`src/rtl/ky32_skid_stage.sv`:
```
// ky32_skid_stage
//   Valid/ready pipeline stage with a one-entry skid buffer. Decouples the
//   upstream stage from downstream backpressure while sustaining one word per
//   cycle, and presents a registered output.
//
//   Ports
//     clk           clock, rising edge
//     rst           asynchronous reset, active-low
//     i_flush       synchronous discard of all held words
//     i_in_valid    upstream word present
//     o_in_ready    stage can accept a word this cycle (decoded from state only)
//     i_in_data     upstream payload
//     o_out_valid   output word present
//     i_out_ready   downstream accepts the word this cycle
//     o_out_data    output payload (main slot)
//     o_count       words held: 0, 1 or 2
//
//   state   | meaning
//   --------+--------------------------------------------
//   S_EMPTY | nothing held, out_valid=0
//   S_ONE   | main slot valid, skid slot free
//   S_FULL  | main and skid valid, upstream stalled
module ky32_skid_stage #(
  parameter int WIDTH = 32
) (
  input  logic             clk,
  input  logic             rst,
  input  logic             i_flush,
  input  logic             i_in_valid,
  output logic             o_in_ready,
  input  logic [WIDTH-1:0] i_in_data,
  output logic             o_out_valid,
  input  logic             i_out_ready,
  output logic [WIDTH-1:0] o_out_data,
  output logic [1:0]       o_count
);

  typedef enum logic [1:0] {
    S_EMPTY = 2'd0,
    S_ONE   = 2'd1,
    S_FULL  = 2'd2
  } state_t;

  state_t           r_state;
  state_t           w_state_nxt;
  logic [WIDTH-1:0] r_main;
  logic [WIDTH-1:0] r_skid;
  logic [WIDTH-1:0] w_main_nxt;
  logic [WIDTH-1:0] w_skid_nxt;
  logic             w_accept;
  logic             w_pop;

  always_ff @(posedge clk or negedge rst) begin
    if (!rst) begin
      r_state <= S_EMPTY;
      r_main  <= '0;
      r_skid  <= '0;
    end else begin
      r_state <= w_state_nxt;
      r_main  <= w_main_nxt;
      r_skid  <= w_skid_nxt;
    end
  end

  // Ready/valid are pure state decodes so no combinational path exists from
  // i_out_ready to o_in_ready.
  always_comb begin
    o_in_ready  = 1'b1;
    o_out_valid = 1'b0;
    o_count     = 2'd0;
    case (r_state)
      S_EMPTY: begin
        o_in_ready  = 1'b1;
        o_out_valid = 1'b0;
        o_count     = 2'd0;
      end
      S_ONE: begin
        o_in_ready  = 1'b1;
        o_out_valid = 1'b1;
        o_count     = 2'd1;
      end
      S_FULL: begin
        o_in_ready  = 1'b0;
        o_out_valid = 1'b1;
        o_count     = 2'd2;
      end
      default: begin
        o_in_ready  = 1'b1;
        o_out_valid = 1'b0;
        o_count     = 2'd0;
      end
    endcase
  end

  assign o_out_data = r_main;
  assign w_accept   = i_in_valid & o_in_ready;
  assign w_pop      = o_out_valid & i_out_ready;

  always_comb begin
    w_state_nxt = r_state;
    w_main_nxt  = r_main;
    w_skid_nxt  = r_skid;
    case (r_state)
      S_EMPTY: begin
        if (w_accept) begin
          w_main_nxt  = i_in_data;
          w_state_nxt = S_ONE;
        end
      end
      S_ONE: begin
        if (w_accept && w_pop) begin
          w_main_nxt = i_in_data;
        end else if (w_accept) begin
          w_skid_nxt  = i_in_data;
          w_state_nxt = S_FULL;
        end else if (w_pop) begin
          // main keeps its stale value; it is hidden behind out_valid=0
          w_state_nxt = S_EMPTY;
        end
      end
      S_FULL: begin
        if (w_pop) begin
          w_main_nxt  = r_skid;
          w_state_nxt = S_ONE;
        end
      end
      default: w_state_nxt = S_EMPTY;
    endcase

    // Flush discards everything, including a word accepted this cycle. A pop
    // in the same cycle has already been presented downstream.
    if (i_flush) begin
      w_state_nxt = S_EMPTY;
      w_main_nxt  = r_main;
      w_skid_nxt  = r_skid;
    end
  end

endmodule

```
`config.mk`:
```
export PLATFORM = sky130hd
export DESIGN_NAME = ky32_skid_stage
export DESIGN_NICKNAME = d
export VERILOG_FILES = /design/src/rtl/ky32_skid_stage.sv
export SDC_FILE = /design/constraint.sdc
export NUM_CORES = 1
export LEC_CHECK = 0
export ABC_AREA = 1
export CAP_MARGIN = 20
export CORE_ASPECT_RATIO = 1.75
export CORE_MARGIN = 3
export CORE_UTILIZATION = 45
export CTS_BUF_LIST = sky130_fd_sc_hd__clkbuf_16
export DETAILED_ROUTE_END_ITERATION = 6
export GPL_ROUTABILITY_DRIVEN = 1
export GPL_TIMING_DRIVEN = 0
export PLACE_DENSITY = 0.76
export SLEW_MARGIN = 5
export SYNTH_ARGS = -nofsm -noshare
export SYNTH_HDL_FRONTEND = slang
export SYNTH_SLANG_ARGS = --single-unit
```
`constraint.sdc`:
```
create_clock -name clk -period 2.05 [get_ports clk]
set_input_delay 0.3075 -clock clk [delete_from_list [all_inputs] [get_ports clk]]
set_output_delay 0.3075 -clock clk [all_outputs]
set_load 0.1 [all_outputs]
```
==> results.toml, run 1 <==
[drt]
num_vias = 2766
wl_per_cell_um = 14.0
drt-total-wl_mm = 7.69
vias_per_cell = 5.03
drt-pass1-iter-count = 4
drc = 0
ant_nets = 0
drtIter0Drc = 163

[floorplanning]
start_util_pct = 47.5
core_um2 = 6690
die_area_um2 = 8130
dieWidth_um = 69.5
die_h_um = 117
io_pins = 73
rows = 39

[timing]
max_freq_ghz = 0.503
grt_setup_unrepaired = "false"
hold_viol_final = 0
slew-limit-headroom_pct = 35.3
skew_ps = 5.04
layout_setup_ws_ps = 61.0
tightest_slew_ps = 974
finalCritPeriodShare_pct = 97.0
setup_viol = 0
period_minus_slack_ps = 1990
drv_slew = 0

[global_routing]
antenna_found_initial = 0
grt_overflow = 0
grt_first_pass_wirelength_mm = 13.0
grt_max_degree = 67
first_global_vias = 2835
gr-usage-all-layers_pct = 20.2

[critical_path]
cp.arrival_ps = 1680
cp_cell_sequence = "inv_1 -> ha_2 -> clkdlybuf4s18_2"
cp_slowest_cell = "clkdlybuf4s18_2"
worstSetupStartpointType = "flip-flop"
crit_buf_inv = 2
startpoint = "r_state[1]$_DFFE_PN0P_"
cp.required_ps = 1740
slowest_delay_ps = 550
worstSetupPathType = "flip-flop to output port"
path_max_fanout = 4
endpoint_kind = "output port"
cp_top_family = "buffers and inverters"
r2r-start = "r_state[1]$_DFFE_PN0P_"

[logic_synthesis]
synth_edf_count = 0
synth_commonest_cells = "nand2_1, dfrtp_1, inv_1"
yosysMostFrequentCell = "nand2_1"
synth_top_area_share_pct = 52.1
syn_area_um2 = 3170
synth_top_family_by_area = "simple AND/OR/NAND/NOR gates"
synth_cells = 380
post-synth-top-area-cell = "dfrtp_1"
synthFlopType = "dfrtp_1"
synth-seq-area-share_pct = 52.1
postSynthAreaPerCell_um2 = 8.35
synth_nets = 421
synthSimpleGateAreaFrac_pct = 23.5
ys_top_cells_by_area = "dfrtp_1, nand2_1, o21ai_2"
synth_xor_area_share_pct = 0
yosys_warnings = 0
synth_compound_area_share_pct = 14.0
synthAdderAreaFrac_pct = 1.58
async_flop_share_pct = 100
ys_seq_elements = 66
synth_cell_types = 18
synthMuxAreaShare_pct = 0

[clock_tree]
clk_root_buffer_cell = "clkbuf_16"
clk_latency_ps = 330
ctsHoldBuffers = 0
htreeDepth = 3
cts.sinks = 66
path_clk_slew_ps = 50
cts_tree = "done"
cts.path.max_buffers = 2
cts_buffers = 9

[worst_hold_path]
hold_path.class = "input pin to asynchronous set/reset pin"

[run]
cap_violations = 0

[placement]
place_ws_ps = -718
io_buffers = 72
place_hpwl_mm = 5.42
place.gp.congestion = 0.791

[outcome]
run_status = "finished, final reports clean"

[cells_and_area]
area_growth_pct = 35.2
finish.utilization_pct = 64.2
drive_gt1_share_pct = 14.7
antenna_cells = 0
fin_nets = 504
==> logic make-up after synthesis <==
family | Yosys count
AOI/OAI and AO/OA | 68
adders and majority gates | 4
and+or+nand+nor | 182
DFF | 66
buffers and inverters | 60
==> flip-flops by register name (all words and copies together) (netlist names) <==
name,cells
r_state,2
o_out_data,32
r_skid,32
==> placed cells by master (no fill, tap or decap) <==
cell type / instances
a21oi_1: 3
buf_12: 1
buf_2: 4
buf_4: 2
buf_6: 7
bufinv_16: 1
clkbuf_1: 9
clkbuf_16: 9
clkbuf_2: 1
clkdlybuf4s15_2: 1
clkdlybuf4s18_2: 2
clkdlybuf4s50_1: 35
clkinv_1: 1
clkinv_2: 3
clkinv_4: 1
dfrtp_1: 66
dlygate4sd2_1: 32
ha_1: 1
ha_2: 1
ha_4: 2
inv_1: 36
inv_2: 2
inv_4: 1
nand2_1: 141
nand2_2: 2
nand3_1: 35
nor2_1: 2
nor2b_1: 1
nor3_4: 1
o21ai_0: 34
o21ai_1: 3
o21ai_2: 28
==> area by class of cell <==
class	instances	area (um2)
buffer	22	145
timing repair buffer	72	689
sequential	66	1650
fill	578	2390
clock inverter	7	61.3
tap	82	103
multi-input combinational	254	1270
inverter	38	145
clock buffer	9	225
==> per-layer routing <==
layer,part of all wire [%],up-vias,track usage [%]
met3,4.0,8,4.19
met2,55,60,37.6
met5,0,-,0
li1,-,1368,-
met4,1.4,0,7.69
met1,40,1330,22.6
==> what timing repair did <==
action / CTS / global route
setup buffers: 0 / 0
gates resized for setup: 49 / 11
setup endpoints to repair: 36 / 12
==> through the flow <==
step / hold WS, ps / std cells / TNS [ps] / instance area [um2]
after floorplan: 11.9 / 380 / 0 / 3200
after detailed placement: 458 / 534 / -1210 / 4020
after CTS: 122 / 550 / -118 / 4280
after global placement: 453 / 534 / -100250 / 4020
final: 74.8 / 550 / 0 / 4290
after global routing: 151 / 550 / 0 / 4290
==> final timing paths <==
path / cells after the start / slack, ps / end
max in group asynchronous: 1 / 1410 / o_out_data[11]$_DFFE_PN0P_
worst max-delay path: 3 / 60 / o_count[0]
worst min-delay path: 1 / 70 / o_out_data[28]$_DFFE_PN0P_
worst min register to register: 2 / 460 / o_out_data[8]$_DFFE_PN0P_
worst max register to register: 9 / 120 / o_out_data[3]$_DFFE_PN0P_
min in group clk: 2 / 460 / o_out_data[8]$_DFFE_PN0P_
Power of run 1 is left out: the tool's default activity adds up to more than one toggle a clock period on the data nets, which glitch-free logic cannot reach.
==> run 2: changes to the inputs <==
ABC_AREA = unset   (was 1)
==> run 2 against run 1 <==
  * Via count down 29%
  * Non-clock buffer count shrank 4
  * Cell count decreased by 31%
  * Synthesized cell count down 47%
  * Hold slack better by 1.8 ps
  * Clock skew is 1.6 ps lower
  * Critical path type is now flip-flop to flip-flop
  * Clock-buffer cell count is the same
  * Highest routed layer unchanged
  * Global-route usage fell by 3.0 points
  * Critical path depth up 5
  * Fmax fell by 0.11%
  * Routed wire length decreased by 12%
  * Area after synthesis rose by 0.12%
==> results.toml, run 2 <==
[logic_synthesis]
synthSimpleGateAreaFrac_pct = 1.97
synth_top_family_by_area = "multiplexers"
synth-seq-area-share_pct = 52.0
synth_top_area_share_pct = 52.0
synth_nets = 243
synth_cells = 202
postSynthAreaPerCell_um2 = 15.7
async_flop_share_pct = 100
ys_seq_elements = 66
yosys_warnings = 0
synth_cell_types = 27
syn_area_um2 = 3180
synthMuxAreaShare_pct = 37.6
synth_xor_area_share_pct = 0
synth_compound_area_share_pct = 3.19
synthFlopType = "dfrtp_1"
synthAdderAreaFrac_pct = 1.58
ys_top_cells_by_area = "dfrtp_1, mux2_2, mux2_4"
synth_commonest_cells = "dfrtp_1, mux2_2, mux2_4"
synth_edf_count = 0
post-synth-top-area-cell = "dfrtp_1"

[worst_hold_path]
hold_path.class = "input pin to asynchronous set/reset pin"

[clock_tree]
cts.sinks = 66
path_clk_slew_ps = 50
clk_latency_ps = 320
cts_buffers = 9
cts_tree = "done"
cts.path.max_buffers = 2
ctsHoldBuffers = 0
htreeDepth = 3
clk_root_buffer_cell = "clkbuf_16"

[critical_path]
cp.arrival_ps = 2200
path_max_fanout = 10
endpoint_kind = "flip-flop"
cp.required_ps = 2250
cp_cell_sequence = "buf_6 -> ha_4 -> a21bo_4 -> buf_4 -> o2111a_2 -> buf_12 -> buf_12 -> mux2_2"
crit_buf_inv = 4
cp_slowest_cell = "dfrtp_2"
slowest_delay_ps = 440
cpMostUsedCell = "buf_12"
worstSetupStartpointType = "flip-flop"
worstSetupPathType = "flip-flop to flip-flop"
cp_top_family = "buffers and inverters"

[drt]
drtIter0Drc = 60
wl_per_cell_um = 18.0
vias_per_cell = 5.19
ant_nets = 0
drt-pass1-iter-count = 3
num_vias = 1963
drt-total-wl_mm = 6.81
drc = 0

[global_routing]
first_global_vias = 2161
grt_first_pass_wirelength_mm = 10.6
gr-usage-all-layers_pct = 17.2
grt_overflow = 0
antenna_found_initial = 0
grt_max_degree = 67

[floorplanning]
rows = 39
core_um2 = 6690
die_h_um = 117
start_util_pct = 47.5
io_pins = 73
die_area_um2 = 8140
dieWidth_um = 69.5

[placement]
place_hpwl_mm = 4.48
place.gp.congestion = 0.766
dp.cells = 356
io_buffers = 72
place_ws_ps = -311

[cells_and_area]
area_growth_pct = 40.5
layout.cells.non_filler = 378
layout_common_cells = "mux2_2, dfrtp_1, clkdlybuf4s50_1, dlygate4sd2_1, mux2_4"
antenna_cells = 0
drive_gt1_share_pct = 48.6
final_common_cell = "mux2_2"
fin_nets = 333

[outcome]
run_status = "finished, final reports clean"

[timing]
tightest_slew_ps = 1000
slew-limit-headroom_pct = 33.4
max_freq_ghz = 0.502
drv_slew = 0
skew_ps = 3.44
setup_viol = 0
grt_setup_unrepaired = "false"
finalCritPeriodShare_pct = 97.1
layout_setup_ws_ps = 58.9
hold_viol_final = 0
period_minus_slack_ps = 1990

[run]
cap_violations = 0
-- run 2: cell types whose count changed after synthesis, moves of 7 or more --
| cell | previous run | this run |
|---|---|---|
| nand2_1 | 141 | 0 |
| mux2_2 | 0 | 66 |
| inv_1 | 36 | 4 |
| clkbuf_1 | 10 | 3 |
| o21ai_2 | 28 | 0 |
| o21ai_0 | 34 | 1 |
| mux2_4 | 0 | 30 |
| nand3_1 | 35 | 0 |
-- run 2: worst register-to-register path: stages (launching register included) --
cell and delay, ps:
dfrtp_2 440, buf_6 140, ha_4 180, a21bo_4 180
buf_4 100, o2111a_2 220, buf_12 140, buf_12 140
mux2_2 340
-- run 2: final timing paths --
kind	from	to	slack, ps	cells after the start
worst min-delay path	rst	o_out_data[5]$_DFFE_PN0P_	80	1
worst max-delay path	r_state[0]$_DFFE_PN0P_	o_out_data[19]$_DFFE_PN0P_	60	8
max in group asynchronous	rst	r_state[0]$_DFFE_PN0P_	1360	1
worst max register to register	r_state[0]$_DFFE_PN0P_	o_out_data[19]$_DFFE_PN0P_	60	8
min in group clk	o_out_data[21]$_DFFE_PN0P_	o_out_data[21]$_DFFE_PN0P_	500	1
worst min register to register	o_out_data[21]$_DFFE_PN0P_	o_out_data[21]$_DFFE_PN0P_	500	1
-- run 2: cells by family (layout without fill, tap and decap cells) --
logic type | count (synthesis) | in the layout
buffers and inverters | 15 | 109
muxes | 96 | 96
DFF | 66 | 66
AOI/OAI and AO/OA | 12 | 12
and+or+nand+nor | 9 | 9
adders and majority gates | 4 | 4
-- run 2: metrics by stage --
| stage | setup TNS [ps] | area (um2) | hold slack (ps) | utilization (%) |
|---|---|---|---|---|
| global placement | -105040 | 4050 | 484 | 60.5 |
| detailed placement | -7260 | 4050 | 465 | 60.5 |
| finish | 0 | 4460 | 76.6 | 66.8 |
| CTS | -23.1 | 4380 | 116 | 65.5 |
| floorplan | -23220 | 3220 | 11.9 | - |
| global route | 0 | 4460 | 144 | 66.8 |
-- run 2: per-layer routing --
| metal | part of all wire (%) | vias up | GRT usage [%] | wire (um) |
|---|---|---|---|---|
| li1 | - | 919 | - | - |
| met1 | 40 | 995 | 19.0 | 2720 |
| met2 | 55 | 40 | 30.7 | 3710 |
| met3 | 3.7 | 9 | 3.85 | 250 |
| met4 | 1.8 | 0 | 9.26 | 125 |
| met5 | 0 | - | 0 | 0 |
-- run 2: what timing repair did --
action                                  CTS  global route
resized for setup                        56             7
endpoints found under the setup margin   96            52
pin swaps                                 2             0
setup buffers                             6             1
gates cloned                              0             2
-- run 2: cell type report --
class | instances | area, um2
timing repair buffer | 81 | 796
clock buffer | 9 | 225
tap | 82 | 103
clock inverter | 6 | 75.1
fill | 525 | 2220
inverter | 4 | 21.3
buffer | 9 | 125
sequential | 66 | 1650
multi-input combinational | 121 | 1470
Power of run 2 is left out for the same reason.
